===== src/rtl/gateway_rx_filter.sv =====
// RX-path capability filter: judges each packet on its SOP beat and forwards accepted packets through a one-deep output slice.
// Optional build macro GW_RX_STATS_EN adds saturating accept/drop packet counters.
module gateway_rx_filter #(
    parameter int DATA_BITS = 512,
    parameter int N_SRCS    = 4,
    parameter int ALLOW_EXT = 1
) (
    input  logic                   aclk,
    input  logic                   areset,
    input  logic                   cfg_valid,
    input  logic [14:0]            cfg_data,
    input  logic                   s_axis_tvalid,
    output logic                   s_axis_tready,
    input  logic [DATA_BITS-1:0]   s_axis_tdata,
    input  logic [DATA_BITS/8-1:0] s_axis_tkeep,
    input  logic                   s_axis_tlast,
    input  logic [13:0]            s_axis_tuser,
    output logic                   m_axis_tvalid,
    input  logic                   m_axis_tready,
    output logic [DATA_BITS-1:0]   m_axis_tdata,
    output logic [DATA_BITS/8-1:0] m_axis_tkeep,
    output logic                   m_axis_tlast,
    output logic [13:0]            m_axis_tdest,
    output logic                   drop_pulse
`ifdef GW_RX_STATS_EN
    ,
    output logic [31:0]            pkt_acc_cnt,
    output logic [31:0]            pkt_drop_cnt
`endif
);
    localparam int KEEP_BITS = DATA_BITS / 8;

    typedef enum logic [1:0] {ST_SOP, ST_PASS, ST_DROP} state_t;

    state_t                state_q, state_d;
    logic [5:0]            ident_q;
    logic [N_SRCS-1:0]     entry_en_q;
    logic [5:0]            entry_src_q [N_SRCS];
    logic [N_SRCS-1:0]     entry_hit;
    logic [13:0]           pkt_dest_q;

    logic                  m_valid_q;
    logic [DATA_BITS-1:0]  m_data_q;
    logic [KEEP_BITS-1:0]  m_keep_q;
    logic                  m_last_q;
    logic [13:0]           m_dest_q;

    logic [5:0]            rt_src;
    logic [5:0]            rt_dst;
    logic                  accept;
    logic                  in_ready;
    logic                  in_hs;
    logic                  sop_hs;
    logic                  fwd;
    logic                  unused_rsvd;

    assign rt_src      = s_axis_tuser[13:8];
    assign rt_dst      = s_axis_tuser[7:2];
    assign unused_rsvd = ^s_axis_tuser[1:0];

    // Table entries whose index lies outside N_SRCS simply match no slot.
    generate
        for (genvar gi = 0; gi < N_SRCS; gi++) begin : g_entry
            always_ff @(posedge aclk) begin
                if (areset) begin
                    entry_en_q[gi]  <= 1'b0;
                    entry_src_q[gi] <= 6'd0;
                end else if (cfg_valid && (cfg_data[1:0] == 2'(gi))) begin
                    entry_en_q[gi]  <= cfg_data[14];
                    entry_src_q[gi] <= cfg_data[7:2];
                end
            end
            assign entry_hit[gi] = entry_en_q[gi] && (entry_src_q[gi] == rt_src);
        end
    endgenerate

    always_ff @(posedge aclk) begin
        if (areset) begin
            ident_q <= 6'b01_0000;
        end else if (cfg_valid && (cfg_data[13:8] != 6'd0)) begin
            ident_q <= cfg_data[13:8];
        end
    end

    // Verdict uses registered table/identity, so a same-cycle config write only affects later packets.
    assign accept = (rt_dst == ident_q) && (rt_dst != 6'd0)
                 && (((ALLOW_EXT != 0) && (rt_src == 6'd0)) || (|entry_hit));

    always_ff @(posedge aclk) begin
        if (areset) begin
            state_q <= ST_SOP;
        end else begin
            state_q <= state_d;
        end
    end

    always_comb begin
        state_d = state_q;
        case (state_q)
            ST_SOP: begin
                if (sop_hs && !s_axis_tlast) begin
                    state_d = accept ? ST_PASS : ST_DROP;
                end
            end
            ST_PASS, ST_DROP: begin
                if (in_hs && s_axis_tlast) begin
                    state_d = ST_SOP;
                end
            end
            default: state_d = ST_SOP;
        endcase
    end

    always_comb begin
        in_ready   = (state_q == ST_DROP) || !m_valid_q || m_axis_tready;
        in_hs      = s_axis_tvalid && in_ready;
        sop_hs     = in_hs && (state_q == ST_SOP);
        fwd        = in_hs && ((state_q == ST_PASS) || ((state_q == ST_SOP) && accept));
        drop_pulse = sop_hs && !accept && !areset;
    end

    assign s_axis_tready = in_ready;

    always_ff @(posedge aclk) begin
        if (areset) begin
            pkt_dest_q <= 14'd0;
        end else if (sop_hs && accept) begin
            pkt_dest_q <= s_axis_tuser;
        end
    end

    always_ff @(posedge aclk) begin
        if (areset) begin
            m_valid_q <= 1'b0;
            m_data_q  <= '0;
            m_keep_q  <= '0;
            m_last_q  <= 1'b0;
            m_dest_q  <= 14'd0;
        end else if (fwd) begin
            m_valid_q <= 1'b1;
            m_data_q  <= s_axis_tdata;
            m_keep_q  <= s_axis_tkeep;
            m_last_q  <= s_axis_tlast;
            m_dest_q  <= (state_q == ST_SOP) ? s_axis_tuser : pkt_dest_q;
        end else if (m_axis_tready) begin
            m_valid_q <= 1'b0;
        end
    end

    assign m_axis_tvalid = m_valid_q;
    assign m_axis_tdata  = m_data_q;
    assign m_axis_tkeep  = m_keep_q;
    assign m_axis_tlast  = m_last_q;
    assign m_axis_tdest  = m_dest_q;

`ifdef GW_RX_STATS_EN
    logic [31:0] acc_cnt_q;
    logic [31:0] drop_cnt_q;

    always_ff @(posedge aclk) begin
        if (areset) begin
            acc_cnt_q  <= 32'd0;
            drop_cnt_q <= 32'd0;
        end else if (sop_hs) begin
            if (accept && (acc_cnt_q != 32'hFFFF_FFFF)) begin
                acc_cnt_q <= acc_cnt_q + 32'd1;
            end
            if (!accept && (drop_cnt_q != 32'hFFFF_FFFF)) begin
                drop_cnt_q <= drop_cnt_q + 32'd1;
            end
        end
    end

    assign pkt_acc_cnt  = acc_cnt_q;
    assign pkt_drop_cnt = drop_cnt_q;
`endif
endmodule

===== config.mk =====
export PLATFORM = sky130hd
export DESIGN_NAME = gateway_rx_filter
export DESIGN_NICKNAME = d
export VERILOG_FILES = /design/src/rtl/gateway_rx_filter.sv
export SDC_FILE = /design/constraint.sdc
export NUM_CORES = 1
export LEC_CHECK = 0
export ABC_AREA = 1
export ABC_CLOCK_PERIOD_IN_PS = 4690
export CAP_MARGIN = 20
export CORE_AREA = 10 10 459 461
export CTS_CLUSTER_DIAMETER = 100
export DETAILED_ROUTE_END_ITERATION = 6
export DIE_AREA = 0 0 469 471
export PLACE_DENSITY = 0.34
export SYNTH_ARGS = -nofsm -noshare
export SYNTH_HDL_FRONTEND = slang
export SYNTH_SLANG_ARGS = --single-unit

===== constraint.sdc =====
create_clock -name aclk -period 4.69 [get_ports aclk]
set_clock_uncertainty 0.05 [all_clocks]
set_input_delay 1.1725 -clock aclk [delete_from_list [all_inputs] [get_ports aclk]]
set_output_delay 1.1725 -clock aclk [all_outputs]
set_load 0.005 [all_outputs]

Word-level counts from Yosys, hierarchy flattened
Memory sizes are Yosys's and may differ from the RTL's.
Cells that the tools add are included.
Operators by class
  add/sub/neg operators: 0
  multiply operators: 0
  div/mod/pow operators: 0
  $lt $le $gt $ge: 0
  equal/unequal tests: 12
  shifts and indexed selects: 0
  multiplexer cells: 25
  bitwise gates (word level): 4
  reduce and logical (&&, ||, !) cells: 37
Operators by type and width (count)
  == test 6 bit: 5
  two-way mux 6 bit: 4
  logical AND 1 bit: 20
  two-way mux 1 bit: 16
  two-way mux 14 bit: 1
  nonzero test 6 bit: 2
  == test 2 bit (second input constant): 3
  zero test 6 bit: 1
  two-way mux 2 bit: 3
  == test 2 x 1 -> 1 bit (second input constant): 2
  zero test 1 bit: 4
  zero test 2 bit: 2
  logical OR 1 bit: 4
  != test 2 bit (second input constant): 2
  bitwise OR 1 bit: 4
  one-hot mux 2 bit (2 select lines): 1
  OR reduction 4 bit: 1
  AND reduction 2 bit: 1
  nonzero test 2 bit: 1
  OR reduction 2 bit: 1
Storage, ports and cells
  register bits: 618
  latch bits: 0
  bits in writable memories: 24
  memory bits (read-only): 0
  input port bits: 611
  output and inout bits: 594
  logic and storage cells: 91
  memories: 1
Memory list
  entry_src_q: depth 4, width 6, rd ports 4, clocked after memory_dff 0, write ports 4, RTL line 38  | logic [5:0] entry_src_q [N_SRCS];

Longest topological paths before layout
Gate-level depths: netlist of run 1.
  depth in word-level cells: 9
  depth in mapped cells: 16

Least setup slack after synthesis of run 1
OpenSTA, ideal clock, no wires.
  path kind: input -> output
  start point: input s_axis_tuser[11]
  end point: output drop_pulse
  arrival: 2097 ps
  required time: 3468 ps
  path slack: 1370 ps
  stages on the path: 12
  cell sequence: buf_2 inv_1 nand2_1 nand2_1 nor2_1 nand2_1 nor2_1 nor2_1 nand3_2 nand2_1 inv_1 nor3_1
On the way
  longest elaborated chain between the ends: 8
RTL lines
  from (decl): RTL line 17  | input logic [13:0] s_axis_tuser,
  == test 6 bit: RTL line 73  | assign entry_hit[gi] = entry_en_q[gi] && (entry_src_q[gi] == rt_src);
  logical AND 1 bit: RTL line 73
  OR reduction 4 bit: RTL line 87  | && (((ALLOW_EXT != 0) && (rt_src == 6'd0)) || (|entry_hit));
  logical OR 1 bit (*): RTL line 87
  logical AND 1 bit (*): RTL line 87
  zero test 1 bit (*): RTL line 119  | drop_pulse = sop_hs && !accept && !areset;
  logical AND 1 bit (*) (2 in series): RTL line 119
  to (decl): RTL line 24  | output logic drop_pulse
Every way passes the cells marked *; elsewhere a longest branch is shown, timed or not.

Worst setup path after layout of run 1
  start point: input s_axis_tuser[6]
  end point: output drop_pulse
On the way
  longest elaborated chain between the ends: 6
RTL lines
  == test 6 bit or nonzero test 6 bit (tied branches): RTL line 86  | assign accept = (rt_dst == ident_q) && (rt_dst != 6'd0)
  logical AND 1 bit (*): RTL line 86
  logical AND 1 bit (*): RTL line 87
  zero test 1 bit (*): RTL line 119
  logical AND 1 bit (*) (2 in series): RTL line 119
Marks and branches as above.

==> results of run 1 <==
## metrics by stage
stage / util (%) / area (um^2) / setup WS (ns) / hold slack [ns]
2_1_floorplan: - / 28800 / 1.37 / 0.394
3_3_place_gp: 21.8 / 44000 / 0.0243 / 0.435
3_5_place_dp: 21.8 / 44000 / 0.0475 / 0.423
4_1_cts: 23.3 / 46900 / 0.0297 / 0.432
5_1_grt: 23.3 / 46900 / 0.322 / 0.450
6_report: 23.3 / 46900 / 0.505 / 0.433
## synthesized netlist by cell type (all sizes together)
cell type / number
nand2: 722
buf: 210
edfxtp: 24
inv: 663
dfxtp: 618
nand4: 3
xnor2: 2
clkbuf: 129
o21ai: 22
nand3: 603
a21oi: 598
ha: 3
a21boi: 2
xor2: 1
o22ai: 2
nor3: 10
nor2: 669
nor4: 1
or2: 3
## routing by layer
layer | part of all wire (%) | wire length [um]
met4 | 2.2 | 3780
met5 | 0.24 | 417
met2 | 46 | 80500
met1 | 39 | 68100
met3 | 12 | 20700
## cell type report
type	count	area (um^2)	area share, %
diodes	16	40.0	0.0854
clock buffers	135	2670	5.68
clock inverters	19	209	0.446
inverters	663	2500	5.32
multi-input cells	2641	11600	24.6
flip-flops and latches	642	13100	27.9
well taps	2672	3340	7.13
repair buffers	1341	13500	28.8
## worst max-delay path, delay by kind of cell
kind                   cells  cell delay (ns)
and+or+nand+nor            7             0.70
buffers and inverters      5             1.09
## worst paths after layout
kind | slack [ns] | endpoint | from
setup / recovery | 0.51 | drop_pulse | s_axis_tuser[6]
setup reg to reg | 2.00 | m_axis_tdata[96] | state_q[0]
hold / removal | 0.43 | ident_q[3] | ident_q[3]
hold reg to reg | 0.43 | ident_q[3] | ident_q[3]
## kinds of logic after synthesis
logic type / share of synthesized area, %
adder cells (fa/ha/maj): 0.130
AND/OR/NAND/NOR: 28.9
flip-flops: 45.4
AO/OA/AOI/OAI: 10.9
XOR/XNOR: 0.0912
buffers and inverters: 14.6
## cells in the final DEF (no fill, tap or decap), types with 2 or more instances in the layout
| cell type | netlist | final |
|---|---|---|
| buf_12 | 0 | 33 |
| nand2_1 | 722 | 721 |
| ha_1 | 3 | 3 |
| edfxtp_1 | 24 | 24 |
| inv_2 | 7 | 6 |
| nand3_1 | 601 | 601 |
| or2_2 | 2 | 2 |
| clkbuf_8 | 0 | 18 |
| clkinv_2 | 0 | 6 |
| nor2_1 | 669 | 668 |
| o21ai_0 | 22 | 22 |
| buf_4 | 48 | 104 |
| nor3_1 | 10 | 10 |
| clkbuf_16 | 0 | 93 |
| dfxtp_1 | 618 | 618 |
| dlymetal6s2s_1 | 0 | 3 |
| inv_16 | 0 | 2 |
| bufinv_16 | 0 | 3 |
| clkinv_1 | 0 | 4 |
| xnor2_1 | 2 | 2 |
| clkdlybuf4s50_1 | 0 | 1201 |
| a21oi_1 | 598 | 598 |
| o22ai_1 | 2 | 2 |
| diode_2 | 0 | 16 |
| inv_6 | 0 | 3 |
| inv_1 | 656 | 656 |
| nand4_1 | 3 | 3 |
| clkbuf_1 | 129 | 24 |
## registers in the layout, indices dropped and copies added (netlist names)
signal	cells
entry_src_q	24
m_axis_tlast	1
m_axis_tvalid	1
m_axis_tdest	14
state_q	2
pkt_dest_q	14
m_axis_tdata	512
entry_en_q	4
ident_q	6
m_axis_tkeep	64
## report_power, final
part | internal (mW) | switching, mW | total (mW)
logic | 0.509 | 0.308 | 0.817
clock network | 4.06 | 2.83 | 6.89
registers | 5.51 | 0.0181 | 5.53
total | 10.1 | 3.15 | 13.2
==> summary.md, run 1 <==
| Metric | Value |
|---|---|
| Status | finished, final reports clean |
| Die Y-Extent | ~470 um |
| Setup Fix Bufs, Post-CTS | 0 |
| Fillers | 22400 |
| Vias in the first global route | between 20000 and 30000 |
| Max Cap Viol | 0 |
| Placed Cells | 7959 |
| LEAKAGE | between 20 and 25 nW |
| R2r worst-path depth | 12 |
| GR met3 Demand/Resource | 7.71% |
| GRT busiest layer | met2 |
| Post-CTS Hold Buffers | 0 |
| # port buffers | 1204 |
| Initial Utilization | about 14% |
| Clk root buf | clkbuf_16 |
| DP Wirelength | between 100 and 150 mm |
| Final hold vios | 0 |
| Synth cell types | 26 |
| Buffers from clock root to sink, at most | 3 |
| GRT Total Usage | 14.8% |
| Register area share after synthesis | between 40% and 50% |
| Total grt overflow | 0 |
| CTS HTree Levels | 3 |
| Vias after detailed routing | between 30000 and 40000 |
| Via density | 3.79 |
| Worst slew margin | between 40% and 50% |
| Hold WC Path Type | flop to flop |
| Clock latency on the worst-skew pair | approximately 0.70 ns |
| Final Non-Filler Cells | between 8000 and 9000 |
| Worst-path maximum fanout | 5 |
| Slowest stage cell, crit path | clkdlybuf4s50_1 |
| Synth top area share | 42.9% |
| Crit end category | output port |
| Per-cell routed wire length | approximately 21 um |
| Antenna violation net count after detailed routing | 0 |
| Initial antenna violation count | just over 90 |
| Routability Congestion | just over 0.8 |
| Max Freq | approximately 0.24 GHz |
| Initial DRT Pass Iterations | 6 |
| Post-Route WL | around 170 mm |
| Most frequent cell on the critical path | nand2_1 |
| Die width | ~470 um |
| Yosys warns | 0 |
| WP data arrival | 2.96 ns |
| Ranking of synthesized cells by area | dfxtp_1, nand3_1, a21oi_1, nand2_1, nor2_1 |
| Initial DRC Count | ~1900 |
| Actual slew at the worst max-slew pin | around 0.83 ns |
| CP max stage delay | 0.60 ns |
| Share of layout cells above drive strength 1 | between 5 and 6% |
| First-pass GRT wire length | about 240 mm |
| Peak supply drop | between 0.2 and 0.25 mV |
| Post-Syn Area | about 29000 um^2 |
| Final Setup Violations | 0 |
| Tcrit/Tclk final | between 80 and 90% |
| Critical Path RT | 3.47 ns |
| Core region area | slightly above 200000 um^2 |
| GRT met2 Usage | approximately 25% |
| Synthesized net count | between 4000 and 5000 |
| CTS buffer count | 90 |
| CTS sink cnt | 642 |
| Critical Path, Cell by Cell | clkdlybuf4s50_1 -> inv_2 -> nand2_1 -> nand2_1 -> nor3_1 -> nand4_1 -> nor2_2 -> buf_4 -> nand2_1 -> inv_1 -> nor3_1 -> dlymetal6s2s_1 |
| Setup TNS | 0 ns |
| CTS tree | done |
| Clock-pin slew on the worst setup and hold paths | ~0.05 ns |
| Num rows | between 150 and 200 |
| Drt drc | 0 |
| Layout net count | approximately 6000 |
| # IOs | 1205 |
| Largest net degree at the start of global routing | 156 |
| Die area | between 200000 and 250000 um^2 |
| Period minus WS final | 4.18 ns |
| Avg Cell Area, Syn | just under 7 um^2 |
| RSZ-0062 raised after global routing | false |
| Number of gates resized after cts | 0 |
| Startpoint Class | input port |
| Syn Inst Count | about 4300 |
| Pins Over Slew Limit | 0 |
| Pwr Total | 13.2 mW |
| WHS Path Cells | 2 |
| Met1 usage | 16.5% |
| Number of synthesized register bits | ~640 |
| Pwr/cell area | ~280 nW/um^2 |
| Area growth, synth to finish | 62.7% |
| Synth area leader | dfxtp_1 |
| Setup CP Type | input port to output port |
No activity file was read; power rests on OpenSTA's default activity.
==> inputs of run 2 (changes only) <==
==> config.mk (replaced) <==
export PLATFORM = sky130hd
export DESIGN_NAME = gateway_rx_filter
export DESIGN_NICKNAME = d
export VERILOG_FILES = /design/src/rtl/gateway_rx_filter.sv
export SDC_FILE = /design/constraint.sdc
export NUM_CORES = 1
export LEC_CHECK = 0
export ABC_CLOCK_PERIOD_IN_PS = 4690
export CAP_MARGIN = 20
export CORE_AREA = 10 10 467 469
export CTS_CLUSTER_DIAMETER = 100
export DETAILED_ROUTE_END_ITERATION = 6
export DIE_AREA = 0 0 477 479
export PLACE_DENSITY = 0.33
export SYNTH_ARGS = -nofsm -noshare
export SYNTH_HDL_FRONTEND = slang
export SYNTH_SLANG_ARGS = --single-unit
==> summary.md, run 2 <==
| Metric | Value |
|---|---|
| Post-route cell area | slightly below 50000 um^2 |
| Pwr Total | ~14 mW |
| Post-Syn Area | 29900 um^2 |
| Final hold vios | 0 |
| Async S/R FF share, synth | 0% |
| Actual slew at the worst max-slew pin | roughly 1.1 ns |
| Area growth, synth to finish | 61.7% |
| Critical Path, Cell by Cell | clkdlybuf4s50_1 -> buf_12 -> xor2_1 -> nor4_1 -> buf_4 -> nand4_1 -> a41oi_2 -> nor3_1 -> dlygate4sd2_1 |
| Initial Utilization | between 10% and 20% |
| Commonest non-fill, non-tap cells in the layout | clkdlybuf4s50_1, dfxtp_1, a21oi_1 |
| Total grt overflow | 0 |
| Avg Cell Area, Syn | 9.90 um^2 |
| Clock latency on the worst-skew pair | approximately 0.72 ns |
| Die Y-Extent | approximately 480 um |
| Max Freq | 0.221 GHz |
| CTS HTree Levels | 3 |
| Initial DRT Pass Iterations | 4 |
| # IOs | between 1000 and 1500 |
| Antenna violation net count after detailed routing | 0 |
| Routability Congestion | around 0.80 |
| DP Wirelength | roughly 140 mm |
| Synth area leader | dfxtp_1 |
| Synth cell types | 51 |
| Number of flops mapped to enable cells by yosys | 24 |
| Die area | around 230000 um^2 |
| Hold WC Path Type | flop to flop |
| # port buffers | about 1200 |
| Commonest non-fill, non-tap cell in the layout | clkdlybuf4s50_1 |
| Clk root buf | clkbuf_16 |
| Num rows | 168 |
| Final Setup Violations | 0 |
| Worst slew margin | 23.8% |
| Clock-pin slew on the worst setup and hold paths | 0.05 ns |
| Crit end category | output port |
| Pins Over Slew Limit | 0 |
| RSZ-0062 raised after global routing | false |
| Share of layout cells above drive strength 1 | between 20% and 30% |
| Syn Inst Count | around 3000 |
| Buffers from clock root to sink, at most | 3 |
| Slowest stage cell, crit path | clkdlybuf4s50_1 |
| Vias in the first global route | about 30000 |
| GRT met2 Usage | between 20% and 30% |
| CTS buffer count | just over 90 |
| First-pass GRT wire length | 260 mm |
| Core region area | between 200000 and 250000 um^2 |
| Place WS | -0.184 ns |
| Via density | about 4.2 |
| Buf/Inv on CP | 4 |
| Cell with the most instances after synthesis | dfxtp_1 |
| Drt drc | 0 |
| Critical Path RT | between 3 and 4 ns |
| Initial DRC Count | about 1300 |
| Max Cap Viol | 0 |
| Family with the most delay on the worst path | buffers and inverters |
| Per-cell routed wire length | around 27 um |
| WP data arrival | around 3.3 ns |
| GRT Total Usage | about 16% |
| Tcrit/Tclk final | 96.3% |
| GR met3 Demand/Resource | slightly above 7% |
| GRT busiest layer | met2 |
| LEAKAGE | about 14 nW |
| Worst-path maximum fanout | 5 |
| Number of synthesized register bits | 642 |
| Post-Route WL | 188 mm |
| Largest net degree at the start of global routing | about 160 |
| CP max stage delay | between 0.4 and 0.5 ns |
| Period minus WS final | approximately 4.5 ns |
| CTS tree | done |
| Pwr/cell area | ~300 nW/um^2 |
| Min Hold Slack | roughly 0.40 ns |
| CTS sink cnt | between 600 and 700 |
| Vias after detailed routing | roughly 29000 |
| Max reg flops | 512 |
| Ranking of synthesized cells by area | dfxtp_1, o211ai_2, a21oi_1, nand3_1, buf_6 |
| Yosys warns | 0 |
| Setup Fix Bufs, Post-CTS | 0 |
| Peak supply drop | between 0.2 and 0.25 mV |
| Final core occ | between 20% and 30% |
| Setup CP Type | input port to output port |
| Status | finished, final reports clean |
| Top post-synthesis cells by count | dfxtp_1, a21oi_1, nand3_1 |
| Setup WS post-layout | between 0.15 and 0.2 ns |
| Synth top area share | between 40% and 50% |
| Startpoint Class | input port |
| Met1 usage | about a fifth |
| Register area share after synthesis | 43.9% |
| Die width | approximately 480 um |
| Layout net count | 4665 |
| Dpl cell area | 45100 um^2 |
| Initial antenna violation count | 88 |
| Synthesized net count | ~3600 |
| Ys flop type | dfxtp_1 |
run 2: where the power goes:
part           total [mW]  internal, mW  switching [mW]
Sequential           5.53          5.51          0.0170
Combinational        1.60         0.598            1.00
Clock                7.29          4.33            2.96
run 2: cells by family (layout without fill, tap and decap cells):
kind of cell | count (synthesis) | count (layout) | synth area share [%]
XOR/XNOR | 29 | 29 | 0.851
AO/OA/AOI/OAI | 1223 | 1223 | 35.4
flip-flops | 642 | 642 | 43.9
AND/OR/NAND/NOR | 678 | 678 | 11.6
multiplexers | 14 | 14 | 0.469
other | 0 | 22 | 0
adder cells (fa/ha/maj) | 3 | 3 | 0.126
buffers and inverters | 428 | 1533 | 7.72
run 2: final timing paths:
check | start | to | slack [ns] | cells after the start
setup reg to reg | state_q[0] | m_axis_tdata[234] | 1.33 | 9
setup / recovery | s_axis_tuser[10] | drop_pulse | 0.17 | 9
hold / removal | m_axis_tdest[2] | m_axis_tdest[2] | 0.40 | 2
hold reg to reg | m_axis_tdest[2] | m_axis_tdest[2] | 0.40 | 2
run 2: per-layer routing:
metal | vias up | wire [um]
met5 | - | 499
met4 | 82 | 2800
met3 | 236 | 19400
met2 | 1015 | 84600
met1 | 14300 | 80700
li1 | 13400 | -
run 2: metrics by stage:
| step | setup TNS, ns | cells |
|---|---|---|
| global placement | -0.189 | 6763 |
| finish | 0 | 6949 |
| CTS | 0 | 6927 |
| detailed placement | -0.184 | 6763 |
| global route | 0 | 6930 |
| floorplan | 0 | 3017 |
run 2: worst register-to-register path: cells and delay by family (launching register included):
| kind | cells | cell delay [ns] |
|---|---|---|
| AO/OA/AOI/OAI | 2 | 0.66 |
| flip-flops | 1 | 0.33 |
| AND/OR/NAND/NOR | 3 | 0.85 |
| buffers and inverters | 3 | 1.14 |
| adder cells (fa/ha/maj) | 1 | 0.22 |
run 2: timing repair:
item,in CTS,in global routing
hold buffers,0,0
endpoints found under the setup margin,1,0
gates resized for setup,2,0
run 2: final cells by class:
type / count / area [um^2]
well taps: 2805 / 3510
inverters: 20 / 75.1
flip-flops and latches: 642 / 13100
clock inverters: 23 / 367
diodes: 22 / 55.1
multi-input cells: 1947 / 14500
clock buffers: 141 / 2730
repair buffers: 1349 / 13900
fillers: 22700 / 160000
==> inputs of run 3 (changes only) <==
==> constraint.sdc (replaced) <==
create_clock -name aclk -period 4.69 [get_ports aclk]
set_clock_uncertainty 0.05 [all_clocks]
set_input_delay 0.7035 -clock aclk [delete_from_list [all_inputs] [get_ports aclk]]
set_output_delay 0.7035 -clock aclk [all_outputs]
set_load 0.005 [all_outputs]
==> summary.md, run 3 (synthesis gave the netlist of run 2 again) <==
| Metric | Value |
|---|---|
| Largest net degree at the start of global routing | approximately 150 |
| WP data arrival | roughly 3.2 ns |
| Clock-pin slew on the worst setup and hold paths | about 0.06 ns |
| Clk root buf | clkbuf_16 |
| RSZ-0062 raised after global routing | false |
| Buffers from clock root to sink, at most | 3 |
| Critical Path, Cell by Cell | clkdlybuf4s50_1 -> buf_4 -> xor2_1 -> nor4_1 -> nand4_1 -> a41oi_2 -> nor3_1 -> clkdlybuf4s50_1 |
| Slowest stage cell, crit path | clkdlybuf4s50_1 |
| Crit end category | output port |
| Actual slew at the worst max-slew pin | 1.20 ns |
| Vias in the first global route | around 30000 |
| Initial DRT Pass Iterations | 4 |
| First-pass GRT wire length | about 260 mm |
| Num rows | ~170 |
| DP Wirelength | 136 mm |
| Initial antenna violation count | 76 |
| Clock latency on the worst-skew pair | 0.74 ns |
| CTS tree | done |
| Final hold vios | 0 |
| Area growth, synth to finish | 59.8% |
| Period minus WS final | roughly 4 ns |
| Share of layout cells above drive strength 1 | about a fifth |
| Vias after detailed routing | slightly below 30000 |
| Worst r2r src | state_q[0] |
| Fillers | between 20000 and 25000 |
| Antenna violation net count after detailed routing | 0 |
| Peak supply drop | 0.238 mV |
| Most frequent cell on the critical path | clkdlybuf4s50_1 |
| Max Cap Viol | 0 |
| Commonest non-fill, non-tap cell in the layout | clkdlybuf4s50_1 |
| Status | finished, final reports clean |
| CTS sink cnt | approximately 640 |
| Post-route cell area | between 40000 and 50000 um^2 |
| Final Non-Filler Cells | slightly below 7000 |
| Post-Route WL | about 190 mm |
| Setup TNS | 0 ns |
| Per-cell routed wire length | ~27 um |
| Hold Startpoint | areset |
| Worst-path maximum fanout | 7 |
| # IOs | between 1000 and 1500 |
| # port buffers | about 1200 |
| LEAKAGE | between 10 and 15 nW |
| Pwr/cell area | about 300 nW/um^2 |
| Hold WC Path Type | input port to flop |
| Post-CTS Hold Buffers | 0 |
| Tcrit/Tclk final | 85.0% |
| GRT Total Usage | between 10% and 20% |
| CTS HTree Levels | 3 |
| CTS buffer count | 94 |
| Setup crit start | s_axis_tuser[9] |
| Number of gates resized after cts | 0 |
| Commonest non-fill, non-tap cells in the layout | clkdlybuf4s50_1, dfxtp_1, a21oi_1 |
| Die Y-Extent | between 400 and 500 um |
| Die width | between 400 and 500 um |
| Setup Fix Bufs, Post-CTS | 0 |
| Initial DRC Count | 1534 |
| Total grt overflow | 0 |
| Layout net count | 4634 |
| CP max stage delay | ~0.55 ns |
| Pins Over Slew Limit | 0 |
| Initial Utilization | between 10 and 15% |
| Setup CP Type | input port to output port |
| Startpoint Class | input port |
| Routability Congestion | a little over 0.8 |
| Final Setup Violations | 0 |
| Worst slew margin | between 10% and 20% |
| Dpl cell area | 44600 um^2 |
| Drt drc | 0 |
| Critical Path RT | 3.94 ns |
| Max reg flops | 512 |
| Pwr Total | around 14 mW |
| Die area | 228000 um^2 |
| Core region area | roughly 210000 um^2 |
| Max Freq | around 0.25 GHz |
| Placed Cells | 6729 |
| Via density | ~4.2 |
-- run 3: per-layer routing --
layer | global-route usage (%) | vias to the layer above | part of all wire, %
met4 | 3.05 | 60 | 1.6
met3 | 7.01 | 217 | 10
met2 | 24.2 | 1038 | 45
met1 | 19.2 | 14300 | 43
met5 | 0 | - | 0.19
li1 | - | 13400 | -
-- run 3: cell type report --
cell class / instances / area [um^2] / share of cell area [%]
timing repair buffer: 1315 / 13400 / 28.1
multi-input combinational: 1947 / 14500 / 30.4
sequential: 642 / 13100 / 27.4
inverter: 20 / 75.1 / 0.157
antenna: 19 / 47.5 / 0.0997
tap: 2805 / 3510 / 7.36
clock buffer: 146 / 2800 / 5.87
clock inverter: 24 / 285 / 0.598
-- run 3: power by group --
part / switching, mW / total (mW) / leakage (nW) / internal (mW)
Combinational: 1.00 / 1.59 / 7.11 / 0.590
Sequential: 0.0125 / 5.53 / 5.21 / 5.51
Clock: 3.00 / 7.23 / 1.51 / 4.22
-- run 3: worst paths after layout --
check	endpoint	slack (ns)	cells after the start
worst min-delay path	m_axis_tdata[104]	0.30	2
worst max register to register	m_axis_tkeep[51]	1.42	11
worst max-delay path	drop_pulse	0.70	8
worst min register to register	m_axis_tdest[3]	0.40	2
-- run 3: critical path, delay by kind of cell --
kind / cells / cell delay [ns]
AO/OA/AOI/OAI: 1 / 0.31
XOR/XNOR: 1 / 0.17
buffers and inverters: 3 / 1.35
AND/OR/NAND/NOR: 3 / 0.68
-- run 3: stage by stage --
| stage | utilization, % | hold slack (ns) | setup slack [ns] |
|---|---|---|---|
| after global routing | 22.8 | 0.259 | 0.464 |
| final | 22.9 | 0.299 | 0.704 |
| after CTS | 22.8 | 0.204 | 0.495 |
| after global placement | 21.4 | 0.389 | 0.477 |
| after detailed placement | 21.4 | 0.391 | 0.503 |
| after floorplan | - | 0.391 | 1.81 |
